==> src/rtl/cog_divider.sv <==
// Centre-of-gravity divider: latches the gravity sums on a start edge and runs two
// parallel bit-serial restoring dividers to produce fixed-point X/Y coordinates.
module cog_divider #(
    parameter int ADDR_WIDTH   = 11,
    parameter int FRAC_BITS    = 4,
    parameter int SUM_S_WIDTH  = 20,
    parameter int SUM_SX_WIDTH = 28,
    parameter int SUM_SY_WIDTH = 28
) (
    input  logic                            CCLK,
    input  logic                            RST,
    input  logic                            iSTART_TRIG,
    input  logic [SUM_S_WIDTH-1:0]          iSUM_S,
    input  logic [SUM_SX_WIDTH-1:0]         iSUM_SX,
    input  logic [SUM_SY_WIDTH-1:0]         iSUM_SY,
    output logic                            oBUSY,
    output logic                            oVALID,
    output logic [ADDR_WIDTH+FRAC_BITS-1:0] oCOG_X,
    output logic [ADDR_WIDTH+FRAC_BITS-1:0] oCOG_Y,
    output logic                            oDIV_ZERO,
    output logic                            oSAT,
    output logic [1:0]                      oSTATE
);

    localparam int DW    = SUM_SX_WIDTH + FRAC_BITS;
    localparam int CW    = ADDR_WIDTH + FRAC_BITS;
    localparam int SW    = SUM_S_WIDTH;
    localparam int CNT_W = $clog2(DW);

    typedef enum logic [1:0] {
        S_IDLE = 2'd0,
        S_DIV  = 2'd1,
        S_DONE = 2'd2
    } state_t;

    state_t state, state_nx;

    logic             trig_d;
    logic             start;
    logic [SW-1:0]    dvs;
    logic [DW-1:0]    dvd_x, dvd_y;
    logic [SW:0]      rem_x, rem_y;
    logic [DW-1:0]    q_x, q_y;
    logic [CNT_W-1:0] cnt;

    logic [SW:0]      rx_sh, ry_sh, rx_nx, ry_nx;
    logic             qx_bit, qy_bit;
    logic             sat_x, sat_y;

    assign start  = iSTART_TRIG & ~trig_d;
    assign oSTATE = state;
    assign sat_x  = |q_x[DW-1:CW];
    assign sat_y  = |q_y[DW-1:CW];

    // One restoring step per divider; a set remainder MSB already means "exceeds divisor".
    always_comb begin
        rx_sh  = {rem_x[SW-1:0], dvd_x[DW-1]};
        ry_sh  = {rem_y[SW-1:0], dvd_y[DW-1]};
        qx_bit = rem_x[SW] | (rx_sh >= {1'b0, dvs});
        qy_bit = rem_y[SW] | (ry_sh >= {1'b0, dvs});
        rx_nx  = qx_bit ? rx_sh - {1'b0, dvs} : rx_sh;
        ry_nx  = qy_bit ? ry_sh - {1'b0, dvs} : ry_sh;
    end

    always_ff @(posedge CCLK or posedge RST) begin
        if (RST) state <= S_IDLE;
        else     state <= state_nx;
    end

    always_comb begin
        state_nx = S_IDLE;
        case (state)
            S_IDLE:  state_nx = start ? S_DIV : S_IDLE;
            S_DIV:   state_nx = (cnt == '0) ? S_DONE : S_DIV;
            S_DONE:  state_nx = S_IDLE;
            default: state_nx = S_IDLE;
        endcase
    end

    always_ff @(posedge CCLK or posedge RST) begin
        if (RST) begin
            trig_d    <= 1'b1;
            dvs       <= '0;
            dvd_x     <= '0;
            dvd_y     <= '0;
            rem_x     <= '0;
            rem_y     <= '0;
            q_x       <= '0;
            q_y       <= '0;
            cnt       <= '0;
            oBUSY     <= 1'b0;
            oVALID    <= 1'b0;
            oCOG_X    <= '0;
            oCOG_Y    <= '0;
            oDIV_ZERO <= 1'b0;
            oSAT      <= 1'b0;
        end else begin
            trig_d <= iSTART_TRIG;
            oVALID <= 1'b0;
            case (state)
                S_IDLE: begin
                    if (start) begin
                        dvs   <= iSUM_S;
                        dvd_x <= {iSUM_SX, {FRAC_BITS{1'b0}}};
                        dvd_y <= {iSUM_SY, {FRAC_BITS{1'b0}}};
                        rem_x <= '0;
                        rem_y <= '0;
                        q_x   <= '0;
                        q_y   <= '0;
                        cnt   <= CNT_W'(DW - 1);
                        oBUSY <= 1'b1;
                    end
                end
                S_DIV: begin
                    dvd_x <= dvd_x << 1;
                    dvd_y <= dvd_y << 1;
                    rem_x <= rx_nx;
                    rem_y <= ry_nx;
                    q_x   <= {q_x[DW-2:0], qx_bit};
                    q_y   <= {q_y[DW-2:0], qy_bit};
                    cnt   <= cnt - 1'b1;
                end
                S_DONE: begin
                    if (dvs == '0) begin
                        oCOG_X    <= '0;
                        oCOG_Y    <= '0;
                        oDIV_ZERO <= 1'b1;
                        oSAT      <= 1'b0;
                    end else begin
                        oCOG_X    <= sat_x ? '1 : q_x[CW-1:0];
                        oCOG_Y    <= sat_y ? '1 : q_y[CW-1:0];
                        oDIV_ZERO <= 1'b0;
                        oSAT      <= sat_x | sat_y;
                    end
                    oVALID <= 1'b1;
                    oBUSY  <= 1'b0;
                end
                default: begin
                    dvs       <= '0;
                    dvd_x     <= '0;
                    dvd_y     <= '0;
                    rem_x     <= '0;
                    rem_y     <= '0;
                    q_x       <= '0;
                    q_y       <= '0;
                    cnt       <= '0;
                    oBUSY     <= 1'b0;
                    oCOG_X    <= '0;
                    oCOG_Y    <= '0;
                    oDIV_ZERO <= 1'b0;
                    oSAT      <= 1'b0;
                end
            endcase
        end
    end

endmodule

==> config.mk <==
export PLATFORM = sky130hd
export DESIGN_NAME = cog_divider
export DESIGN_NICKNAME = d
export VERILOG_FILES = /design/src/rtl/cog_divider.sv
export SDC_FILE = /design/constraint.sdc
export NUM_CORES = 1
export LEC_CHECK = 0
export BUFFER_PORTS_ARGS = -buffer_cell sky130_fd_sc_hd__buf_2
export CORE_MARGIN = 2
export CORE_UTILIZATION = 60
export CTS_CLUSTER_SIZE = 8
export DETAILED_ROUTE_END_ITERATION = 7
export PLACE_DENSITY = 0.83
export SLEW_MARGIN = 20
export SYNTH_ARGS = -nofsm -noshare
export SYNTH_HDL_FRONTEND = slang
export SYNTH_SLANG_ARGS = --single-unit
==> constraint.sdc <==
create_clock -name CCLK -period 10.45 [get_ports CCLK]
set_input_delay 2.6125 -clock CCLK [delete_from_list [all_inputs] [get_ports CCLK]]
set_output_delay 2.6125 -clock CCLK [all_outputs]
set_load 0.005 [all_outputs]
=== Yosys cells after proc, flatten, opt, wreduce, memory -nomap -nowiden ===
Index checks and enable logic that the tools add are counted.

* Bitwise gates (word level): 8
* Reduce and logical (&&, ||, !) cells: 10
* Muxes and demuxes: 32
* Equal/unequal tests: 3
* $add $sub $neg: 3
* Order comparisons: 2

{| class="wikitable"
|+ Operators with widths
! operator !! count
|-
| one-hot mux 32 bit (3 select lines) || 4
|-
| one-hot mux 21 bit (3 select lines) || 2
|-
| two-way mux 32 bit || 3
|-
| two-way mux 21 bit || 3
|-
| two-way mux 15 bit || 4
|-
| one-hot mux 15 bit (2 select lines) || 2
|-
| >= comparator 21 x 20 -> 1 bit || 2
|-
| subtractor 21 x 20 -> 21 bit || 2
|-
| one-hot mux 20 bit (2 select lines) || 1
|-
| OR reduction 17 bit || 2
|-
| zero test 20 bit || 1
|-
| two-way mux 20 bit || 1
|-
| one-hot mux 5 bit (3 select lines) || 1
|-
| one-hot mux 1 bit (2 select lines) || 3
|-
| AND reduction 2 bit || 3
|-
| zero test 5 bit || 1
|-
| two-way mux 1 bit || 5
|-
| two-way mux 5 bit || 1
|-
| subtractor 5 x 1 -> 5 bit (second input constant) || 1
|-
| inverter 1 bit || 4
|-
| one-hot mux 2 bit (2 select lines) || 1
|-
| OR reduction 2 bit || 2
|-
| OR 1 bit || 3
|-
| equality test 2 x 1 -> 1 bit (second input constant) || 1
|-
| 5 further kinds || 5
|}

* Logic and storage cells: 74
* Output and inout bits: 36
* Flip-flop bits (word level): 232

=== Depth between registers and ports, before layout ===
Gate-level depths: netlist of run 1.

* Depth in word-level cells: 4
* Gate-level depth with buffers: 13
* Depth with buffers taken out: 11

=== Worst setup path after synthesis of run 1 ===
Ideal clock, no wire load.

* Path type: in2reg
* Start point: input iSTART_TRIG
* End point: register cnt[2]
* Setup slack: 6.442 ns
* Path buffers: 2
* Stages: 7
* Setup time: 0.136 ns
* Arrival: 3.872 ns
* Cells stage by stage: nand2b_1 > a21oi_1 > clkbuf_1 > clkbuf_1 > o21ai_0 > nand2_1 > o21ai_0

* Cells in the longest elaborated chain, start to end: 3

{| class="wikitable"
|+ RTL lines
! what !! RTL line !! RTL
|-
| start: declaration || 12 || <nowiki>input logic iSTART_TRIG,</nowiki>
|-
| bitwise AND 1 bit || 50 || <nowiki>assign start = iSTART_TRIG & ~trig_d;</nowiki>
|-
| inequality test 2 bit (no line) || - ||
|-
| AND reduction 2 bit (no line) || - ||
|-
| end signal: assignment || 110 || <nowiki>cnt <= CNT_W'(DW - 1);</nowiki>
|-
| end signal: assignment || 121 || <nowiki>cnt <= cnt - 1'b1;</nowiki>
|-
| end: declaration || 44 || <nowiki>logic [CNT_W-1:0] cnt;</nowiki>
|}

No other way between the ends.
A chain may end at the register's enable or synchronous reset.

=== Worst setup path after layout of run 1 ===
* Start point: input iSTART_TRIG
* End point: register cnt[4]

The elaborated chain is that of the path after synthesis.

==> run_summary.xml, run 1 <==
<?xml version="1.0" encoding="UTF-8"?>
<metrics>
  <group name="clocking">
    <metric name="tritoncts" unit="">yes</metric>
    <metric name="clockBufferDepth" unit="">3</metric>
    <metric name="cts.sink_count" unit="">224</metric>
    <metric name="clk_root_buffer_cell" unit="">sky130_fd_sc_hd__clkbuf_16</metric>
    <metric name="worstSkewPairLatency" unit="ns">0.55</metric>
    <metric name="cts_repair_resize_count" unit="">0</metric>
    <metric name="cts-buffers-inserted" unit="">31</metric>
    <metric name="cts.hold.buffers_added" unit="">0</metric>
    <metric name="postCtsSetupBuffers" unit="">0</metric>
    <metric name="htree_num_levels" unit="">1</metric>
    <metric name="clk_pin_slew_worst_paths" unit="ns">0.05</metric>
  </group>
  <group name="logic_synthesis">
    <metric name="netlist.top_cell.by_area" unit="">sky130_fd_sc_hd__dfrtp_1</metric>
    <metric name="yosysWarnings" unit="">0</metric>
    <metric name="synth_top_family_by_area" unit="">simple AND/OR/NAND/NOR gates</metric>
    <metric name="yosys.cell_types.count" unit="">62</metric>
    <metric name="yosys-top-cells-count" unit="">sky130_fd_sc_hd__dfrtp_1 (223), sky130_fd_sc_hd__nand2_1 (223), sky130_fd_sc_hd__nand3_1 (73)</metric>
    <metric name="synth.yosys.seq_area_share" unit="">0.485</metric>
    <metric name="syn_nets" unit="">1348</metric>
    <metric name="async_flop_share" unit="">1.00</metric>
    <metric name="area_share_of_the_largest_cell_type_after_synthesis" unit="">0.483</metric>
    <metric name="synthesized_area_fraction_occupied_by_ao_oa_aoi_and_oai_cells" unit="">0.177</metric>
    <metric name="number_of_synthesized_flops_with_an_enable_pin" unit="">0</metric>
    <metric name="synth_area_leaders" unit="">sky130_fd_sc_hd__dfrtp_1 (48%), sky130_fd_sc_hd__nand2_1 (7.2%), sky130_fd_sc_hd__a221o_1 (5.3%)</metric>
    <metric name="synth_xor_xnor_area_share" unit="">0.0243</metric>
    <metric name="synth_simple_gate_area_frac" unit="">0.193</metric>
    <metric name="avgSynthCellArea" unit="um2">9.46</metric>
    <metric name="mappedNetlistArea" unit="um2">11600</metric>
    <metric name="post_synth_fa_ha_maj_area_fraction" unit="">0.0522</metric>
    <metric name="muxShareOfSynthArea" unit="">0.0261</metric>
    <metric name="dominantRegCellSynth" unit="">sky130_fd_sc_hd__dfrtp_1</metric>
    <metric name="post_synthesis_cells" unit="">1222</metric>
    <metric name="synthesis_stage_register_bit_count" unit="">224</metric>
  </group>
  <group name="finish">
    <metric name="fillers" unit="">1411</metric>
    <metric name="area_of_the_multi_input_gates" unit="um2">5520</metric>
    <metric name="final_nets" unit="">1423</metric>
    <metric name="area_delta_synth_final" unit="%">13.9</metric>
    <metric name="drive_above_1_share" unit="">0.136</metric>
    <metric name="sequential_cell_area" unit="um2">5610</metric>
    <metric name="antenna-diode-count" unit="">0</metric>
  </group>
  <group name="route">
    <metric name="wl" unit="um">27200</metric>
    <metric name="first_iter_violations" unit="">809</metric>
    <metric name="antenna_violating_nets_post_route" unit="">0</metric>
    <metric name="drc_errors" unit="">1</metric>
    <metric name="vias" unit="">9435</metric>
    <metric name="wl_per_cell" unit="um">17.3</metric>
    <metric name="routed_via_density" unit="">6.01</metric>
    <metric name="firstDrtPassIters" unit="">7</metric>
  </group>
  <group name="worst_setup_path">
    <metric name="timing_worst_setup_path_type" unit="">in2reg</metric>
    <metric name="worst-endpoint-arrival" unit="ns">4.86</metric>
    <metric name="setup.worst_path.start_class" unit="">input pin</metric>
    <metric name="timing.critical_path.fanout_max" unit="">92</metric>
    <metric name="worst-r2r-setup-slack" unit="ns">6.99</metric>
    <metric name="worst_setup_path_end_kind" unit="">flop</metric>
    <metric name="required" unit="ns">10.87</metric>
  </group>
  <group name="grt">
    <metric name="grt_use_total" unit="">0.268</metric>
    <metric name="globalRouteOverflowTotal" unit="">0</metric>
    <metric name="grt_first_pass_wirelength" unit="um">45000</metric>
    <metric name="antenna_found_initial" unit="">0</metric>
    <metric name="first_global_vias" unit="">9091</metric>
    <metric name="grt_max_degree" unit="">148</metric>
  </group>
  <group name="timing">
    <metric name="hold_viol" unit="">0</metric>
    <metric name="report.final.slew_viol_count" unit="">0</metric>
    <metric name="totalNegativeSetupSlack" unit="ns">0</metric>
    <metric name="clock_skew" unit="ns">0.00852</metric>
    <metric name="max_freq" unit="MHz">225</metric>
    <metric name="rsz0062_at_grt" unit="">false</metric>
    <metric name="final_min_period_over_clock_period" unit="">0.425</metric>
    <metric name="layout_min_cycle_time" unit="ns">4.44</metric>
    <metric name="slew-limit-headroom" unit="">0.357</metric>
    <metric name="setup_violations_final" unit="">0</metric>
    <metric name="worst_hold_slack" unit="ns">0.470</metric>
    <metric name="tightest_slew" unit="ns">0.965</metric>
  </group>
  <group name="placed_design">
    <metric name="dp_hpwl" unit="um">17300</metric>
    <metric name="port_buffers" unit="">114</metric>
    <metric name="globalplace.congestion" unit="">0.980</metric>
  </group>
  <group name="power">
    <metric name="worst_ir_drop_on_vdd" unit="mV">0.177</metric>
    <metric name="power_density" unit="nW/um2">349</metric>
    <metric name="leak_pwr" unit="nW">6.76</metric>
  </group>
  <group name="floorplan">
    <metric name="initial_util" unit="">0.614</metric>
    <metric name="core_region" unit="um2">18800</metric>
    <metric name="rows" unit="">50</metric>
    <metric name="dieHeight" unit="um">143</metric>
    <metric name="ioPinCount" unit="">115</metric>
    <metric name="fp.dieArea" unit="um2">20400</metric>
    <metric name="die_width" unit="um">143</metric>
  </group>
  <group name="hold_path">
    <metric name="min-delay-path-class" unit="">reg2reg</metric>
  </group>
  <group name="status">
    <metric name="outcome" unit="">finished, violations left</metric>
    <metric name="failed_checks" unit="">DRC</metric>
  </group>
  <group name="run">
    <metric name="maxCapViolations" unit="">0</metric>
  </group>
</metrics>
## worst paths after layout
check	startpoint	endpoint	depth (start not counted)
max in group asynchronous	RST	dvd_y[28]	3
min	oSAT	oSAT	2
max	iSTART_TRIG	cnt[4]	8
max reg2reg	dvs[1]	rem_y[1]	11
min in group asynchronous	RST	oCOG_Y[2]	2
min reg2reg	oSAT	oSAT	2
## sequential cells by signal (all words and copies together) (netlist names), 2 cells and up
signal,flops
cnt,5
dvd_x,28
dvd_y,28
dvs,20
oCOG_X,15
oCOG_Y,15
oSTATE,2
q_x,32
q_y,32
rem_x,21
rem_y,21
## where the power goes
group | leakage (nW) | total (mW) | switching [mW] | internal, mW
Clock | 0.410 | 0.897 | 0.357 | 0.540
Combinational | 3.32 | 2.45 | 1.45 | 1.00
Sequential | 3.03 | 1.24 | 0.155 | 1.08
## cells in the final DEF, fill, tap and decap left out, types with 11 or more instances in the layout
| cell | count |
|---|---|
| sky130_fd_sc_hd__nand3_1 | 72 |
| sky130_fd_sc_hd__and3_1 | 56 |
| sky130_fd_sc_hd__clkbuf_16 | 31 |
| sky130_fd_sc_hd__ha_1 | 44 |
| sky130_fd_sc_hd__o21ai_0 | 51 |
| sky130_fd_sc_hd__a221o_1 | 61 |
| sky130_fd_sc_hd__dfrtp_1 | 223 |
| sky130_fd_sc_hd__clkbuf_1 | 15 |
| sky130_fd_sc_hd__buf_2 | 114 |
| sky130_fd_sc_hd__o21ai_1 | 36 |
| sky130_fd_sc_hd__a22o_1 | 26 |
| sky130_fd_sc_hd__a21oi_1 | 32 |
| sky130_fd_sc_hd__xnor2_1 | 24 |
| sky130_fd_sc_hd__nor4_1 | 14 |
| sky130_fd_sc_hd__a21o_1 | 14 |
| sky130_fd_sc_hd__o21a_1 | 12 |
| sky130_fd_sc_hd__nand4_1 | 11 |
| sky130_fd_sc_hd__inv_1 | 43 |
| sky130_fd_sc_hd__nand2_1 | 222 |
| sky130_fd_sc_hd__mux2i_1 | 29 |
| sky130_fd_sc_hd__nor2_1 | 67 |
## final cells by class
| type | count | area share |
|---|---|---|
| Sequential cell | 224 | 0.426 |
| Multi-Input combinational cell | 871 | 0.419 |
| Clock buffer | 46 | 0.0632 |
| Timing Repair Buffer | 125 | 0.0520 |
| Tap cell | 260 | 0.0247 |
| Inverter | 44 | 0.0131 |
| Clock inverter | 1 | 0.00152 |
## layer usage
layer,track usage,part of all wire,vias up
li1,-,-,4501
met1,0.390,0.45,4579
met2,0.425,0.48,309
met3,0.0419,0.057,46
met4,0.0646,0.017,0
met5,0,0,-
## kinds of logic after synthesis
| group | count (synthesis) |
|---|---|
| xor gates and xnor gates | 32 |
| muxes | 30 |
| adders and majority gates | 47 |
| AOI/OAI and AO/OA | 277 |
| buffers and inverters | 127 |
| DFF | 224 |
| and+or+nand+nor | 485 |
## worst max-delay path: stages
cell and delay [ns]:
sky130_fd_sc_hd__buf_2 0.12, sky130_fd_sc_hd__nand2b_1 0.14, sky130_fd_sc_hd__nand2_1 0.13, sky130_fd_sc_hd__nand2b_4 0.62
sky130_fd_sc_hd__buf_4 0.85, sky130_fd_sc_hd__nor3_1 0.10, sky130_fd_sc_hd__a21oi_1 0.14, sky130_fd_sc_hd__o21ai_0 0.08
## stage by stage
stage | power, mW | area, um2 | utilization | worst slack (ns) | instances
global route | 4.92 | 13200 | 0.699 | 5.79 | 1571
finish | 4.59 | 13200 | 0.699 | 6.01 | 1571
global placement | 3.56 | 12300 | 0.651 | 5.47 | 1522
CTS | 4.55 | 13100 | 0.696 | 6.04 | 1569
floorplan | 3.13 | 11600 | - | 1.70 | 1222
detailed placement | 3.63 | 12300 | 0.651 | 5.46 | 1522
No activity file was read; power rests on OpenSTA's default activity.
==> run 2, diff against run 1 <==
- CORE_UTILIZATION: 60 -> 54
- PLACE_DENSITY: 0.83 -> 0.79
- clock period: 10.45 -> 3.8 ns (I/O delays scaled with it)
==> run 2 against run 1 <==
Final area rose by 0.45%; largest cell class unchanged; die area is 11% higher; combinational power grew to 2.8 times the previous value; first-iteration DRC count fell by 9.5%; via count grew 0.35%; the flow now finishes without violations; wire length up 4.2%; count of clock-buffer cells in the layout is the same; sequential power rose to 2.8 times the previous value; flip-flop and latch count stayed put; setup slack got worse by 5.2 ns; largest power group unchanged.
==> run_summary.xml, run 2 (synthesized netlist as in run 1, its figures left out) <==
<?xml version="1.0" encoding="UTF-8"?>
<metrics>
  <group name="placed_design">
    <metric name="dp_hpwl" unit="um">18300</metric>
    <metric name="placement.setup.worst_slack" unit="ns">0.791</metric>
    <metric name="port_buffers" unit="">114</metric>
    <metric name="placed_cells" unit="">1541</metric>
    <metric name="globalplace.congestion" unit="">0.923</metric>
  </group>
  <group name="timing">
    <metric name="layout_min_cycle_time" unit="ns">3.04</metric>
    <metric name="totalNegativeSetupSlack" unit="ns">0</metric>
    <metric name="max_freq" unit="MHz">329</metric>
    <metric name="tightest_slew" unit="ns">0.922</metric>
    <metric name="final_min_period_over_clock_period" unit="">0.800</metric>
    <metric name="final.setup.worst_slack" unit="ns">0.760</metric>
    <metric name="clock_skew" unit="ns">0.0212</metric>
    <metric name="setup_violations_final" unit="">0</metric>
    <metric name="hold_viol" unit="">0</metric>
    <metric name="report.final.slew_viol_count" unit="">0</metric>
    <metric name="rsz0062_at_grt" unit="">false</metric>
    <metric name="slew-limit-headroom" unit="">0.385</metric>
  </group>
  <group name="grt">
    <metric name="grt_use_total" unit="">0.254</metric>
    <metric name="global_route.usage.met3" unit="">0.0452</metric>
    <metric name="grt_util_met1" unit="">0.365</metric>
    <metric name="antenna_found_initial" unit="">0</metric>
    <metric name="grt_busiest_layer" unit="">met2</metric>
    <metric name="globalRouteOverflowTotal" unit="">0</metric>
    <metric name="first_global_vias" unit="">9287</metric>
    <metric name="grt.met2_usage" unit="">0.409</metric>
    <metric name="grt_first_pass_wirelength" unit="um">47200</metric>
    <metric name="grt_max_degree" unit="">165</metric>
  </group>
  <group name="power">
    <metric name="p_int" unit="mW">7.25</metric>
    <metric name="sw_frac_of_total" unit="">0.427</metric>
    <metric name="clock_power_share" unit="">0.197</metric>
    <metric name="share_seq_of_total_power" unit="">0.270</metric>
    <metric name="total_switching_power" unit="mW">5.40</metric>
    <metric name="leak_pwr" unit="nW">6.77</metric>
    <metric name="worst_ir_drop_on_vdd" unit="mV">0.480</metric>
    <metric name="power_density" unit="nW/um2">957</metric>
    <metric name="comb_power_share" unit="">0.534</metric>
  </group>
  <group name="route">
    <metric name="wl_per_cell" unit="um">17.8</metric>
    <metric name="first_iter_violations" unit="">732</metric>
    <metric name="routed_via_density" unit="">5.96</metric>
    <metric name="firstDrtPassIters" unit="">5</metric>
    <metric name="drc_errors" unit="">0</metric>
    <metric name="wl" unit="um">28300</metric>
    <metric name="antenna_violating_nets_post_route" unit="">0</metric>
    <metric name="vias" unit="">9468</metric>
  </group>
  <group name="clocking">
    <metric name="tritoncts" unit="">yes</metric>
    <metric name="clk_pin_slew_worst_paths" unit="ns">0.05</metric>
    <metric name="htree_num_levels" unit="">1</metric>
    <metric name="clk_root_buffer_cell" unit="">sky130_fd_sc_hd__clkbuf_16</metric>
    <metric name="postCtsSetupBuffers" unit="">0</metric>
    <metric name="cts_repair_resize_count" unit="">0</metric>
    <metric name="clockBufferDepth" unit="">3</metric>
    <metric name="worstSkewPairLatency" unit="ns">0.56</metric>
    <metric name="cts.hold.buffers_added" unit="">0</metric>
    <metric name="cts.sink_count" unit="">224</metric>
    <metric name="cts-buffers-inserted" unit="">31</metric>
  </group>
  <group name="floorplan">
    <metric name="dieHeight" unit="um">150</metric>
    <metric name="initial_util" unit="">0.550</metric>
    <metric name="core_region" unit="um2">21000</metric>
    <metric name="rows" unit="">53</metric>
    <metric name="die_width" unit="um">150</metric>
    <metric name="ioPinCount" unit="">115</metric>
    <metric name="fp.dieArea" unit="um2">22600</metric>
  </group>
  <group name="worst_setup_path">
    <metric name="worst_setup_path_end_kind" unit="">flop</metric>
    <metric name="worst-endpoint-arrival" unit="ns">3.48</metric>
    <metric name="setup.worst_path.start_class" unit="">flop</metric>
    <metric name="required" unit="ns">4.24</metric>
    <metric name="timing_worst_setup_path_type" unit="">reg2reg</metric>
    <metric name="timing.critical_path.fanout_max" unit="">14</metric>
  </group>
  <group name="finish">
    <metric name="final_nets" unit="">1425</metric>
    <metric name="antenna-diode-count" unit="">0</metric>
    <metric name="drive_above_1_share" unit="">0.136</metric>
    <metric name="area_delta_synth_final" unit="%">14.4</metric>
    <metric name="reg_top3" unit="">q_x x32, q_y x32</metric>
    <metric name="most-common-layout-cells" unit="">sky130_fd_sc_hd__nand2_1 (223), sky130_fd_sc_hd__dfrtp_1 (223), sky130_fd_sc_hd__buf_2 (114), sky130_fd_sc_hd__nand3_1 (72), sky130_fd_sc_hd__nor2_1 (67)</metric>
    <metric name="fin_util" unit="">0.629</metric>
    <metric name="finalNonFillerCells" unit="">1588</metric>
  </group>
  <group name="run">
    <metric name="maxCapViolations" unit="">0</metric>
  </group>
  <group name="status">
    <metric name="outcome" unit="">finished, final reports clean</metric>
  </group>
  <group name="hold_path">
    <metric name="min-delay-path-class" unit="">reg2reg</metric>
  </group>
</metrics>
-- run 2: routing by layer --
layer	share of wire	vias to the layer above	routed length (um)
li1	-	4492	-
met1	0.45	4670	12900
met2	0.47	274	13300
met3	0.062	32	1750
met4	0.013	0	368
met5	0	-	0
-- run 2: power by group through the flow --
stage	clock network [mW]	logic (mW)	registers, mW
finish	2.49	6.75	3.41
global route	2.64	7.49	3.48
CTS	2.53	6.72	3.40
detailed placement	0	6.68	3.42
global placement	0	6.58	3.41
floorplan	0	5.32	3.29
-- run 2: layout make-up --
| cell class | instances | area, um2 |
|---|---|---|
| clock inverters | 1 | 20.0 |
| repair buffers | 127 | 731 |
| inverters | 44 | 169 |
| multi-input cells | 871 | 5520 |
| well taps | 275 | 344 |
| fillers | 1729 | 7800 |
| flip-flops and latches | 224 | 5610 |
| clock buffers | 46 | 832 |
-- run 2: through the flow --
stage,instance area (um2),hold WS [ns],power (mW)
2_1_floorplan,11600,0.440,8.61
3_3_place_gp,12400,0.456,9.99
3_5_place_dp,12400,0.464,10.1
4_1_cts,13200,0.478,12.7
5_1_grt,13200,0.493,13.6
6_report,13200,0.472,12.6
-- run 2: critical path, stage by stage, from the launching register on --
cell and delay, ns:
sky130_fd_sc_hd__dfrtp_1 0.46, sky130_fd_sc_hd__inv_1 0.12, sky130_fd_sc_hd__ha_1 0.35, sky130_fd_sc_hd__nor2b_4 0.14, sky130_fd_sc_hd__o31a_1 0.27, sky130_fd_sc_hd__o21ai_0 0.16, sky130_fd_sc_hd__nand2_1 0.15, sky130_fd_sc_hd__a31oi_1 0.39
sky130_fd_sc_hd__o311ai_4 0.17, sky130_fd_sc_hd__buf_4 0.27, sky130_fd_sc_hd__and3_1 0.17, sky130_fd_sc_hd__a221o_1 0.25
-- run 2: worst paths after layout --
kind / startpoint / to / slack (ns) / cells past startpoint
max: dvs[1] / rem_x[12] / 0.76 / 11
min: oCOG_X[12] / oCOG_X[12] / 0.47 / 2
max reg2reg: dvs[1] / rem_x[12] / 0.76 / 11
min reg2reg: oCOG_X[12] / oCOG_X[12] / 0.47 / 2
max in group asynchronous: RST / trig_d / 2.44 / 3
min in group asynchronous: RST / oCOG_Y[3] / 0.51 / 2
